--- config.mk ---
export PLATFORM = sky130hd
export DESIGN_NAME = cra_diag_master
export DESIGN_NICKNAME = d
export VERILOG_FILES = /design/src/rtl/cra_diag_master.sv
export SDC_FILE = /design/constraint.sdc
export NUM_CORES = 1
export LEC_CHECK = 0
export ABC_AREA = 1
export BUFFER_PORTS_ARGS = -buffer_cell sky130_fd_sc_hd__buf_2
export CAP_MARGIN = 20
export CORE_UTILIZATION = 25
export CTS_CLUSTER_DIAMETER = 120
export DETAILED_ROUTE_END_ITERATION = 16
export GPL_ROUTABILITY_DRIVEN = 0
export PLACE_DENSITY = 0.57
export SLEW_MARGIN = 10
export SYNTH_ARGS = -nofsm -noshare
export SYNTH_HDL_FRONTEND = slang
export SYNTH_SLANG_ARGS = --single-unit
--- constraint.sdc ---
create_clock -name clk -period 5.33 [get_ports clk]
set_clock_uncertainty 0.05 [all_clocks]
set_input_delay 0.2665 -clock clk [delete_from_list [all_inputs] [get_ports clk]]
set_output_delay 0.2665 -clock clk [all_outputs]
set_load 0.02 [all_outputs]
--- src/rtl/cra_diag_master.sv ---
// Front-end diagnostic initiator for the CRA board: writes the CRAM diag address
// (functions 052/051) and reads CRA state back via diag read functions 140-147.
module cra_diag_master #(
    parameter int SETTLE = 2
) (
    input  logic        clk,
    input  logic        reset,
    input  logic        cmdValid,
    output logic        cmdReady,
    input  logic [1:0]  cmdOp,
    input  logic [0:10] cmdAdr,
    input  logic [0:2]  cmdSel,
    output logic [0:8]  diagFunc,
    output logic        diagStrobe,
    output logic [0:35] ebusOut,
    output logic        ebusOutEn,
    input  logic [0:35] ebusIn,
    input  logic        craDriving,
    output logic        rspValid,
    input  logic        rspReady,
    output logic [0:47] rspData,
    output logic        rspErr,
    output logic [2:0]  o_dbg_state
);

    // Handshakes: a transfer happens on a rising edge where valid and ready are
    // both high; valid never waits on ready, and payload is stable while valid.

    typedef enum logic [2:0] {
        S_IDLE     = 3'd0,
        S_W_SETUP  = 3'd1,
        S_W_STROBE = 3'd2,
        S_W_HOLD   = 3'd3,
        S_R_SETUP  = 3'd4,
        S_R_WAIT   = 3'd5,
        S_R_SAMPLE = 3'd6,
        S_RESP     = 3'd7
    } state_t;

    localparam logic [1:0] OP_SETADR  = 2'd0;
    localparam logic [1:0] OP_READALL = 2'd1;
    localparam logic [1:0] OP_READONE = 2'd2;
    localparam logic [1:0] OP_ILLEGAL = 2'd3;

    localparam logic [0:8] F_ADR_HI  = 9'o052;
    localparam logic [0:8] F_ADR_LO  = 9'o051;
    localparam logic [0:8] F_RD_BASE = 9'o140;

    state_t      r_state;
    state_t      w_next;

    logic [0:10] r_adr;
    logic [2:0]  r_sel;
    logic        r_all;
    logic        r_phase;
    logic [2:0]  r_idx;
    logic [3:0]  r_wait;
    logic [0:47] r_rsp_data;
    logic        r_rsp_err;
    logic        r_rsp_valid;

    logic        w_in_write;
    logic        w_in_read;
    logic        w_last_fn;
    logic [2:0]  w_fn_idx;
    logic        w_unused;

    assign w_in_write = (r_state == S_W_SETUP) || (r_state == S_W_STROBE) ||
                        (r_state == S_W_HOLD);
    assign w_in_read  = (r_state == S_R_SETUP) || (r_state == S_R_WAIT) ||
                        (r_state == S_R_SAMPLE);
    assign w_last_fn  = !r_all || (r_idx == 3'd7);
    assign w_fn_idx   = r_all ? r_idx : r_sel;
    assign w_unused   = ^ebusIn[6:35];

    // State register.
    always_ff @(posedge clk) begin
        if (reset) begin
            r_state <= S_IDLE;
        end else begin
            r_state <= w_next;
        end
    end

    // Next-state logic.
    always_comb begin
        w_next = r_state;
        case (r_state)
            S_IDLE: begin
                if (cmdValid) begin
                    case (cmdOp)
                        OP_SETADR:  w_next = S_W_SETUP;
                        OP_READALL: w_next = S_R_SETUP;
                        OP_READONE: w_next = S_R_SETUP;
                        default:    w_next = S_RESP;
                    endcase
                end
            end
            S_W_SETUP:  w_next = S_W_STROBE;
            S_W_STROBE: w_next = S_W_HOLD;
            S_W_HOLD:   w_next = r_phase ? S_RESP : S_W_SETUP;
            S_R_SETUP:  w_next = S_R_WAIT;
            S_R_WAIT:   w_next = (r_wait == 4'd0) ? S_R_SAMPLE : S_R_WAIT;
            S_R_SAMPLE: w_next = w_last_fn ? S_RESP : S_R_SETUP;
            S_RESP:     w_next = (r_rsp_valid && rspReady) ? S_IDLE : S_RESP;
            default:    w_next = S_IDLE;
        endcase
    end

    // Command latch, read sequencing and response registers.
    always_ff @(posedge clk) begin
        if (reset) begin
            r_adr       <= '0;
            r_sel       <= '0;
            r_all       <= 1'b0;
            r_phase     <= 1'b0;
            r_idx       <= '0;
            r_wait      <= '0;
            r_rsp_data  <= '0;
            r_rsp_err   <= 1'b0;
            r_rsp_valid <= 1'b0;
        end else begin
            case (r_state)
                S_IDLE: begin
                    if (cmdValid) begin
                        r_adr       <= cmdAdr;
                        r_sel       <= cmdSel;
                        r_all       <= (cmdOp == OP_READALL);
                        r_phase     <= 1'b0;
                        r_idx       <= '0;
                        r_rsp_data  <= '0;
                        r_rsp_err   <= (cmdOp == OP_ILLEGAL);
                        r_rsp_valid <= (cmdOp == OP_ILLEGAL);
                    end
                end
                S_W_HOLD: begin
                    r_phase <= 1'b1;
                end
                S_R_SETUP: begin
                    r_wait <= 4'(SETTLE - 1);
                end
                S_R_WAIT: begin
                    r_wait <= r_wait - 4'd1;
                end
                S_R_SAMPLE: begin
                    if (r_all) begin
                        r_rsp_data[6*int'(r_idx) +: 6] <= ebusIn[0:5];
                    end else begin
                        r_rsp_data[42:47] <= ebusIn[0:5];
                    end
                    if (!craDriving) begin
                        r_rsp_err <= 1'b1;
                    end
                    if (w_last_fn) begin
                        r_rsp_valid <= 1'b1;
                    end else begin
                        r_idx <= r_idx + 3'd1;
                    end
                end
                S_RESP: begin
                    // After a write the first RESP cycle is a bus turnaround:
                    // the EBUS is released before the response is offered.
                    if (!r_rsp_valid) begin
                        r_rsp_valid <= 1'b1;
                    end else if (rspReady) begin
                        r_rsp_valid <= 1'b0;
                    end
                end
                default: ;
            endcase
        end
    end

    // Output decode.
    always_comb begin
        cmdReady   = (r_state == S_IDLE);
        diagStrobe = (r_state == S_W_STROBE);
        ebusOutEn  = w_in_write;
        diagFunc   = '0;
        ebusOut    = '0;
        if (w_in_write) begin
            diagFunc = r_phase ? F_ADR_LO : F_ADR_HI;
            ebusOut  = r_phase ? {r_adr[5:10], 30'd0} : {1'b0, r_adr[0:4], 30'd0};
        end else if (w_in_read) begin
            diagFunc = F_RD_BASE + {6'd0, w_fn_idx};
        end
    end

    assign rspValid    = r_rsp_valid;
    assign rspData     = r_rsp_data;
    assign rspErr      = r_rsp_err;
    assign o_dbg_state = r_state;

endmodule

==> metrics.cfg <==
[outcome]
status=completed

[min_path]
hp-class=input port to flip-flop
hp-start=cmdAdr[7]

[drt]
ant_nets=0
routedWlPerCell_microns=13.4
drc=0
wl_microns=13800
dr_wl_met3_microns=853
drt_iter0_markers=420
vias_per_cell=4.59
vias=4726
top_layer=met4
dr.pass1.iters=5
dr_wl_met2_microns=6370
wl_met1_microns=6410

[job]
maxCapViolations=0

[finish]
final_common_cell=nand2_1
multi_input_area_sq_um=2580
layout_common_cells=192 x nand2_1, 94 x buf_2, 85 x nor2_1
nets=868
antennaDiodeCount=0
regArea_sq_um=1520
fillCellCount=2090
drive_gt1_share_pct=16.3
area_growth_syn_to_layout_pct=16.2
final_util_pct=29.8

[pwr]
power.total_uw=2060
p_leak_uw=0.00255
power.density_nw_per_um2=382
max-vdd-ir-drop_uv=283

[setup_path]
crit_fanout=22
worst-endpoint-required_ps=5510
worstSetupPathType=flip-flop to flip-flop
worstPathArrival_ps=3400
critPathLaunchType=flip-flop
endpoint_kind=flip-flop
startpoint=r_idx[0]$_SDFFE_PP0P_
r2r-start=r_idx[0]$_SDFFE_PP0P_

[yosys]
syn_area_sq_um=4630
synth.avg_cell_area_sq_um=6.39
ys.flop_type=dfxtp_1
synthTopCellsByArea=dfxtp_1 33%, nand2_1 16%, nor2_1 6.9%
synthCells=724
synth_seq_area_share_pct=32.9
ys_ff_latch=76
synth_top_cell_by_area=dfxtp_1
synth_edf_count=0
synthArstFlopShare_pct=0
ys.warnings.count=0
synth_top_area_share_pct=32.9
ys_types=37

[clock_network]
cts_hold_buf=0
clockBufferDepth=2
post-cts-setup-buffer-count=0
cts_sinks=76
h-tree-depth=3
cts_resized=0
cts_buffers=9
root_buffer=clkbuf_16
clock_latency_ps=330
cts_tree=done
clkTransAtPathRegs_ps=60

[grt]
grt_usage_pct=14.6
grt_pass1_vias=4227
grt_max_degree=47
grt_overflow_total=0
antenna_found_initial=0
grt_pass1_wl_microns=22400

[timing]
period_needed_ps=3230
fin_crit_sh_pct=60.5
maxSlewViolCount=0
tightest_slew_ps=907
max_slew_margin_pct=39.6
setup_violations=0
hold_violations=0
fin_tns_setup_ps=0
max_clock_freq_ghz=0.310
rsz0062_at_grt=false

[place]
port_buffers=94
dp_hpwl_microns=10400

[die]
initial_core_util_pct=25.7
coreArea_sq_um=18000
fp-row-count=49
die_x_microns=138
io-pin-count=158
die_h_microns=138
die-area_sq_um=19100

## where the power goes
group          leakage (uW)  internal (uW)  switching, uW  total (uW)
Combinational       0.00181            222            549         772
Clock              0.000129            332            230         562
Sequential         0.000619            660           63.9         724
Total               0.00255           1210            843        2060
## synth_stat cells (4+ instances only)
master,count
a21oi_1,63
buf_2,12
buf_4,36
a22oi_1,6
nand2_1,192
clkbuf_1,13
nor3_1,8
nor2_2,5
nor2_1,85
dfxtp_1,76
nand4_1,13
inv_1,60
inv_2,4
nand3_1,62
o21ai_0,44
ha_1,12
o21ai_1,4
## registers in the layout, summed over array words and instances, names as in the netlist
name,cells
r_phase,1
r_sel,3
o_dbg_state,3
r_wait,4
rspErr,1
r_idx,3
r_adr,11
rspData,48
rspValid,1
r_all,1
## metal layers
metal | GRT usage [%] | vias up
met2 | 23.6 | 170
met3 | 3.53 | 13
met1 | 19.3 | 2119
li1 | - | 2424
met5 | 0 | -
met4 | 4.28 | 0
## path summary, 6_finish.rpt
kind              depth (start not counted)  slack, ps                       end
setup / recovery                         13       2100  rspData[44]$_SDFFE_PP0P_
hold / removal                            3        130     r_adr[7]$_SDFFE_PP0P_
setup reg to reg                         13       2100  rspData[44]$_SDFFE_PP0P_
hold reg to reg                           2        400     r_sel[0]$_SDFFE_PP0P_
## cell families (layout without fill, tap and decap cells)
kind of cell / Yosys count / after routing / synth area share [%]
adders and majority gates: 13 / 13 / 3.68
AOI/OAI and AO/OA: 126 / 126 / 14.5
and+or+nand+nor: 378 / 378 / 34.9
other: 1 / 33 / 0.0810
DFF: 76 / 76 / 32.9
buffers and inverters: 130 / 174 / 14.0
## critical path, stage by stage, from the launching register on
cell,delay [ps]
dfxtp_1,680
ha_1,240
inv_1,50
fa_1,400
inv_1,90
nand2_1,50
nand2_1,520
nand2_1,280
inv_2,240
nand2_1,110
a21oi_2,190
inv_1,70
nor2_1,100
nor2_1,40
## area by class of cell
class	count	share of cell area (%)
Clock buffer	11	4.70
Clock inverter	2	0.233
Inverter	66	4.63
Multi-Input combinational cell	550	48.0
Sequential cell	76	28.3
Tap cell	229	5.33
Timing Repair Buffer	95	8.88
## per-stage QoR
stage | worst slack (ps) | instances | instance area [sq um] | hold WS, ps
after global routing | 1740 | 1029 | 5380 | 127
after floorplan | 3090 | 756 | 4750 | 360
final | 2100 | 1029 | 5380 | 127
after global placement | 2180 | 1016 | 5110 | 392
after detailed placement | 2170 | 1016 | 5110 | 399
after CTS | 2150 | 1029 | 5380 | 115
No activity file was read; power rests on OpenSTA's default activity.
